<file path="src/rtl/kuznechik_pkg.sv">
// Shared Kuznechik constants, key-store state encoding and GOST R 34.12-2015
// reference round keys (used by benches).
package kuznechik_pkg;

  localparam int KEY_W          = 128;
  localparam int NUM_ROUND_KEYS = 10;
  localparam int IDX_W          = 4;

  typedef enum logic [1:0] {
    ST_FILL   = 2'd0,
    ST_LOADED = 2'd1,
    ST_REPLAY = 2'd2,
    ST_SCRUB  = 2'd3
  } ks_state_e;

  localparam logic [KEY_W-1:0] GOST_RK [NUM_ROUND_KEYS] = '{
    128'h8899aabbccddeeff0011223344556677,
    128'hfedcba98765432100123456789abcdef,
    128'hdb31485315694343228d6aef8cc78c44,
    128'h3d4553d8e9cfec6815ebadc40a9ffd04,
    128'h57646468c44a5e28d3e59246f429f1ac,
    128'hbd079435165c6432b532e82834da581b,
    128'h51e640757e8745de705727265a0098b1,
    128'h5a7925017b9fdd3ed72a91a22286f984,
    128'hbb44e25378c73123a5f32f73cdb6e517,
    128'h72e9dd7416bcf45b755dbaa88e4a4043
  };

  // Pair i as the generator emits it: {K(2i+1), K(2i+2)}.
  function automatic logic [2*KEY_W-1:0] gost_pair(input int i);
    return {GOST_RK[2*i], GOST_RK[2*i+1]};
  endfunction

endpackage

</file>
<file path="src/rtl/kuznechik_key_ram.sv">
// NUM_KEYS x KEY_W round-key register file: one pair write port (slots
// wr_slot and wr_slot+1), one single-slot clear port, one async read port.
module kuznechik_key_ram
  import kuznechik_pkg::*;
#(
  parameter int NUM_KEYS = NUM_ROUND_KEYS,
  parameter int KEY_W    = kuznechik_pkg::KEY_W
) (
  input  logic                 clk,
  input  logic                 rst_n,
  input  logic                 wr_en,
  input  logic [IDX_W-1:0]     wr_slot,
  input  logic [2*KEY_W-1:0]   wr_pair,
  input  logic                 clr_en,
  input  logic [IDX_W-1:0]     clr_slot,
  input  logic [IDX_W-1:0]     rd_slot,
  output logic [KEY_W-1:0]     rd_data
);

  logic [KEY_W-1:0] mem_q [NUM_KEYS];
  logic [IDX_W-1:0] wr_slot_lo;

  assign wr_slot_lo = wr_slot + IDX_W'(1);

  always_ff @(posedge clk or negedge rst_n) begin
    if (!rst_n) begin
      for (int i = 0; i < NUM_KEYS; i++) mem_q[i] <= '0;
    end else begin
      for (int i = 0; i < NUM_KEYS; i++) begin
        if (clr_en && clr_slot == IDX_W'(i)) begin
          mem_q[i] <= '0;
        end else if (wr_en && wr_slot == IDX_W'(i)) begin
          mem_q[i] <= wr_pair[2*KEY_W-1:KEY_W];
        end else if (wr_en && wr_slot_lo == IDX_W'(i)) begin
          mem_q[i] <= wr_pair[KEY_W-1:0];
        end
      end
    end
  end

  assign rd_data = (int'(rd_slot) < NUM_KEYS) ? mem_q[rd_slot] : '0;

endmodule

</file>
<file path="src/rtl/kuznechik_key_store.sv">
// Round-key store between keygen and encrypt: captures key pairs, replays
// K1..K10 with keyset/key_valid framing. Option: KUZNECHIK_KEY_STORE_SCRUB_EN.
//
// state     | meaning
// ----------+----------------------------------------------------------
// ST_FILL   | collecting pairs from the generator, cipher held in keyset
// ST_LOADED | all keys present, idle, waiting for replay
// ST_REPLAY | streaming K1..K(NUM_KEYS), one key per cycle
// ST_SCRUB  | zeroing one slot per cycle after clear/reset (option only)
module kuznechik_key_store
  import kuznechik_pkg::*;
#(
  parameter int NUM_KEYS = NUM_ROUND_KEYS,  // even, 2..16
  parameter int KEY_W    = kuznechik_pkg::KEY_W
) (
  input  logic                 clk,
  input  logic                 rst_n,
  input  logic                 clear,
  input  logic                 pair_valid,
  input  logic [2*KEY_W-1:0]   pair_data,
  input  logic                 gen_done,
  input  logic                 replay,
  output logic [KEY_W-1:0]     key_out,
  output logic                 key_valid,
  output logic                 keyset,
  output logic                 keys_loaded,
  output logic [IDX_W-1:0]     key_idx,
  output logic                 err,
  output logic                 busy
);

  localparam logic [IDX_W:0]   WP_FULL   = (IDX_W+1)'(NUM_KEYS);
  localparam logic [IDX_W:0]   WP_LAST   = (IDX_W+1)'(NUM_KEYS - 2);
  localparam logic [IDX_W-1:0] CNT_LAST  = IDX_W'(NUM_KEYS - 1);
`ifdef KUZNECHIK_KEY_STORE_SCRUB_EN
  localparam ks_state_e        ST_RESTART = ST_SCRUB;
`else
  localparam ks_state_e        ST_RESTART = ST_FILL;
`endif

  ks_state_e          state_q, state_d;
  logic [IDX_W:0]     wp_q, wp_d;
  logic [IDX_W-1:0]   cnt_q, cnt_d;
  logic               err_q, err_d;
  logic [KEY_W-1:0]   key_out_q, key_out_d;
  logic               key_valid_q, key_valid_d;
  logic [IDX_W-1:0]   key_idx_q, key_idx_d;
  logic               keyset_q, keyset_d;
  logic               keys_loaded_q, keys_loaded_d;

  logic               ram_wr_en, ram_clr_en;
  logic [IDX_W-1:0]   ram_rd_slot;
  logic [KEY_W-1:0]   ram_rd_data;

  kuznechik_key_ram #(
    .NUM_KEYS (NUM_KEYS),
    .KEY_W    (KEY_W)
  ) u_ram (
    .clk      (clk),
    .rst_n    (rst_n),
    .wr_en    (ram_wr_en),
    .wr_slot  (wp_q[IDX_W-1:0]),
    .wr_pair  (pair_data),
    .clr_en   (ram_clr_en),
    .clr_slot (cnt_q),
    .rd_slot  (ram_rd_slot),
    .rd_data  (ram_rd_data)
  );

  always_ff @(posedge clk or negedge rst_n) begin
    if (!rst_n) state_q <= ST_RESTART;
    else        state_q <= state_d;
  end

  always_comb begin
    state_d = state_q;
    if (clear) begin
      state_d = ST_RESTART;
    end else begin
      case (state_q)
        ST_FILL:   if (pair_valid && wp_q == WP_LAST) state_d = ST_LOADED;
        ST_LOADED: if (replay)                        state_d = ST_REPLAY;
        ST_REPLAY: if (cnt_q == CNT_LAST)             state_d = ST_LOADED;
        ST_SCRUB:  if (cnt_q == CNT_LAST)             state_d = ST_FILL;
        default:                                      state_d = ST_RESTART;
      endcase
    end
  end

  always_comb begin
    ram_wr_en     = 1'b0;
    ram_clr_en    = 1'b0;
    ram_rd_slot   = '0;
    wp_d          = wp_q;
    cnt_d         = cnt_q;
    err_d         = err_q;
    key_out_d     = '0;
    key_valid_d   = 1'b0;
    key_idx_d     = '0;
    keyset_d      = (state_d != ST_LOADED);
    keys_loaded_d = (state_d == ST_LOADED) || (state_d == ST_REPLAY);
    if (clear) begin
      wp_d  = '0;
      cnt_d = '0;
      err_d = 1'b0;
    end else begin
      case (state_q)
        ST_FILL: begin
          if (pair_valid) begin
            ram_wr_en = 1'b1;
            wp_d      = wp_q + (IDX_W+1)'(2);
          end
          // a done pulse alongside the final pair counts as complete
          if (gen_done && wp_d != WP_FULL) err_d = 1'b1;
        end
        ST_LOADED: begin
          if (pair_valid) err_d = 1'b1;
          if (replay) begin
            key_valid_d = 1'b1;
            key_out_d   = ram_rd_data;
            cnt_d       = '0;
          end
        end
        ST_REPLAY: begin
          if (pair_valid) err_d = 1'b1;
          if (cnt_q != CNT_LAST) begin
            ram_rd_slot = cnt_q + IDX_W'(1);
            key_valid_d = 1'b1;
            key_out_d   = ram_rd_data;
            key_idx_d   = ram_rd_slot;
            cnt_d       = ram_rd_slot;
          end
        end
        ST_SCRUB: begin
          if (pair_valid) err_d = 1'b1;
          ram_clr_en = 1'b1;
          cnt_d      = (cnt_q == CNT_LAST) ? '0 : cnt_q + IDX_W'(1);
        end
        default: ;
      endcase
    end
  end

  always_ff @(posedge clk or negedge rst_n) begin
    if (!rst_n) begin
      wp_q          <= '0;
      cnt_q         <= '0;
      err_q         <= 1'b0;
      key_out_q     <= '0;
      key_valid_q   <= 1'b0;
      key_idx_q     <= '0;
      keyset_q      <= 1'b0;
      keys_loaded_q <= 1'b0;
    end else begin
      wp_q          <= wp_d;
      cnt_q         <= cnt_d;
      err_q         <= err_d;
      key_out_q     <= key_out_d;
      key_valid_q   <= key_valid_d;
      key_idx_q     <= key_idx_d;
      keyset_q      <= keyset_d;
      keys_loaded_q <= keys_loaded_d;
    end
  end

`ifdef KUZNECHIK_KEY_STORE_SCRUB_EN
  logic busy_q;
  always_ff @(posedge clk or negedge rst_n) begin
    if (!rst_n) busy_q <= 1'b0;
    else        busy_q <= (state_d == ST_SCRUB);
  end
  assign busy = busy_q;
`else
  assign busy = 1'b0;
`endif

  assign key_out     = key_out_q;
  assign key_valid   = key_valid_q;
  assign key_idx     = key_idx_q;
  assign keyset      = keyset_q;
  assign keys_loaded = keys_loaded_q;
  assign err         = err_q;

endmodule

</file>
<file path="config.mk">
export PLATFORM = sky130hd
export DESIGN_NAME = kuznechik_key_store
export DESIGN_NICKNAME = d
export VERILOG_FILES = /design/src/rtl/kuznechik_pkg.sv /design/src/rtl/kuznechik_key_ram.sv /design/src/rtl/kuznechik_key_store.sv
export SDC_FILE = /design/constraint.sdc
export NUM_CORES = 2
export LEC_CHECK = 0
export ABC_AREA = 1
export BUFFER_PORTS_ARGS = -buffer_cell sky130_fd_sc_hd__buf_2
export CAP_MARGIN = 5
export CORE_ASPECT_RATIO = 1.4
export CORE_MARGIN = 5
export CORE_UTILIZATION = 25
export DETAILED_ROUTE_END_ITERATION = 6
export GPL_ROUTABILITY_DRIVEN = 0
export SYNTH_ARGS = -nofsm -noshare
export SYNTH_HDL_FRONTEND = slang
export SYNTH_SLANG_ARGS = --single-unit
</file>
<file path="constraint.sdc">
create_clock -name clk -period 2.33 [get_ports clk]
set_clock_uncertainty 0.05 [all_clocks]
set_input_delay 0.466 -clock clk [delete_from_list [all_inputs] [get_ports clk]]
set_output_delay 0.466 -clock clk [all_outputs]
set_load 0.05 [all_outputs]
</file>
==> flow_metrics.env <==
export IMPL_mostFrequentLayoutCells="nand2_1, nand3_1, dfrtp_1"
export IMPL_place_ws_ns=-0.273
export IMPL_peakVddDrop_uv=614
export IMPL_synth_area_leaders="dfrtp_1, nand3_1, nand2_1"
export IMPL_finalPower_mw=92.1
export IMPL_cts_buffer_depth=4
export IMPL_fin_worst_hold_slack_ns=0.0478
export IMPL_synth_nets=8398
export IMPL_start_kind="flip-flop"
export IMPL_wirelength_mm=303
export IMPL_seq_area_frac_synth=0.539
export IMPL_finalCriticalPeriod_ns=2.38
export IMPL_layout_setup_ws_ns=-0.0543
export IMPL_cts_buffers=160
export IMPL_core_area_mm2=0.264
export IMPL_die_area_mm2=0.276
export IMPL_cp_arrival_ns=3.04
export IMPL_die_h_um=619
export IMPL_syn_area_per_cell_um2=8.15
export IMPL_ys_seq_elements=1426
export IMPL_avgViaCountPerCell=5.19
export IMPL_status="finished with violations"
export IMPL_layout_commonest_cell="nand2_1"
export IMPL_violations="negative setup slack"
export IMPL_numClockSinks=1426
export IMPL_routedWlPerCell_um=24.3
export IMPL_syn_area_mm2=0.0662
export IMPL_clockRootBuffer="clkbuf_16"
export IMPL_min_path_type="in2reg"
export IMPL_drc=0
export IMPL_yosysTopAreaCellShare=0.539
export IMPL_yosys_area_top_type="dfrtp_1"
export IMPL_first_pass_iters=6
export IMPL_cts_reportedPaths_clkPinSlew_ns=0.07
export IMPL_cp_max_fo=11
export IMPL_leakage_nw=42.6
export IMPL_track_usage=0.204
export IMPL_layout_drive_gt1_share=0.169
export IMPL_overflow=0
export IMPL_grt_pass1_wl_mm=426
export IMPL_grt_start_max_net_pins=111
export IMPL_portBuffers=397
export IMPL_vias=64597
export IMPL_area_delta_synth_final_pct=31.9
export IMPL_clk_latency_ns=0.85
export IMPL_nets=9127
export IMPL_finalNonFillerCells=12458
export IMPL_cap_violations=0
export IMPL_end_kind="flip-flop"
export IMPL_clock_fmax_mhz=419
export IMPL_setup_viol=3
export IMPL_antenna_left=0
export IMPL_finish_utilization=0.331
export IMPL_rsz0062_at_grt="true"
export IMPL_powerDensity_mw_per_mm2=1050
export IMPL_finalCritPeriodShare=1.02
export IMPL_ys_warn_count=0
export IMPL_synth_cell_type_count=30
export IMPL_placedCellCount=11843
export IMPL_die_width_um=445
export IMPL_dp_final_hpwl_mm=186
export IMPL_row_count=223
export IMPL_synth_cells=8126
export IMPL_hold_viol_final=0
export IMPL_tightest_slew_ns=0.698
export IMPL_tritoncts="built"
export IMPL_drv_slew=0
export IMPL_cp_required_ns=2.99
export IMPL_critPathKind="reg2reg"
export IMPL_slew_limit_headroom=0.535
export IMPL_drt_iter0_markers=6355
export IMPL_grt_pass1_vias=63947
export IMPL_antenna_found_initial=13
export IMPL_cts_max_level=4
export IMPL_num_io_pins=399
export IMPL_start_util=0.251
-- Yosys cell counts --
master and instances:
nand2_1 1787, nand3_1 1690, dfrtp_1 1426, inv_1 882, o21ai_0 780, o22ai_1 471, clkbuf_1 400, buf_2 211
a21oi_1 132, o31ai_1 128, buf_1 70, nor2_1 63, o21ai_1 42, ha_1 10, buf_4 9, inv_2 9
nor2_4 2, nor3_1 2, clkinv_1 1, conb_1 1, inv_4 1, nand3_2 1, nand4_1 1, nor2_2 1
nor3_2 1, o211ai_1 1, o21ai_2 1, o221ai_1 1, o32ai_1 1, xor2_1 1
-- cells by family after synthesis --
kind of cell	count (synthesis)	share of synthesized area
fa+ha+maj	10	0.00189
other cells	1	0.0000566
flops	1426	0.539
compound gates	1557	0.132
simple gates	3548	0.233
xor+xnor	1	0.000132
buf+inv	1583	0.0942
-- timing repair --
| action | CTS | global route |
|---|---|---|
| gates resized for setup | 57 | 350 |
| cloned | 14 | 36 |
| endpoints found under the setup margin | 78 | 563 |
| pin swaps | 6 | 66 |
| hold endpoints to repair | 1510 | 0 |
| setup buffers | 23 | 38 |
| hold buffers | 228 | 0 |
-- worst max-delay path, stage by stage (launching register included) --
cell and delay (ns):
dfrtp_1 0.39, buf_4 0.15, ha_4 0.16, nand3_4 0.08, buf_12 0.12, nand3_4 0.10, buf_4 0.17, buf_12 0.15
buf_16 0.17, buf_4 0.15, nand2_1 0.07, nand2_1 0.07, nand2_1 0.08, nand2_1 0.05, inv_1 0.06, nand2_2 0.07
a21oi_2 0.16
-- state kept, by name, summed over array words and instances, names as in the netlist --
register / flops
key_idx: 4
key_out: 128
u_ram.mem_q: 1280
key_valid: 1
wp_q: 4
err: 1
state_q: 2
keyset: 1
cnt_q: 4
keys_loaded: 1
-- power breakdown --
part | internal [mW] | total, mW | switching [mW] | leakage (nW)
registers | 34.5 | 38.8 | 4.36 | 17.9
logic | 11.7 | 27.6 | 15.9 | 22.1
clock network | 14.7 | 25.7 | 11.0 | 2.54
total | 60.8 | 92.1 | 31.3 | 42.6
-- layer usage --
metal / vias to the layer above / part of all wire / GRT usage
li1: 28491 / - / -
met1: 32253 / 0.38 / 0.246
met2: 3059 / 0.49 / 0.350
met3: 794 / 0.065 / 0.0288
met4: 0 / 0.064 / 0.112
met5: - / 0 / 0
-- final timing paths --
kind                                                   start                       endpoint  slack (ns)  depth (start not counted)
worst min-delay path                          pair_data[254]   u_ram.mem_q[510]$_DFFE_PN0P_        0.05                          3
max in group asynchronous                              rst_n  u_ram.mem_q[1243]$_DFFE_PN0P_        0.94                          4
worst max-delay path                    cnt_q[0]$_DFFE_PN0P_          key_out[62]$_DFF_PN0_       -0.05                         16
worst max register to register          cnt_q[0]$_DFFE_PN0P_          key_out[62]$_DFF_PN0_       -0.05                         16
worst min register to register  u_ram.mem_q[150]$_DFFE_PN0P_   u_ram.mem_q[150]$_DFFE_PN0P_        0.43                          2
min in group asynchronous                              rst_n   u_ram.mem_q[804]$_DFFE_PN0P_        0.17                          2
-- layout make-up --
cell class              instances  area, um^2
diodes                          7        17.5
clock buffers                 234        4690
clock inverters                37         452
fillers                     27437      176000
inverters                     893        3420
multi-input cells            5117       25400
flip-flops and latches       1426       35700
well taps                    3487        4360
repair buffers               1257       13400
-- through the flow --
| step | instance area [um^2] | TNS (ns) |
|---|---|---|
| 6_report | 87400 | -0.0674 |
| 5_1_grt | 87400 | -4.28 |
| 4_1_cts | 84900 | -0.0547 |
| 3_5_place_dp | 76600 | -6.17 |
| 3_3_place_gp | 76600 | -2.68 |
| 2_1_floorplan | 66200 | 0 |
Power figures use the tool's default switching activity.
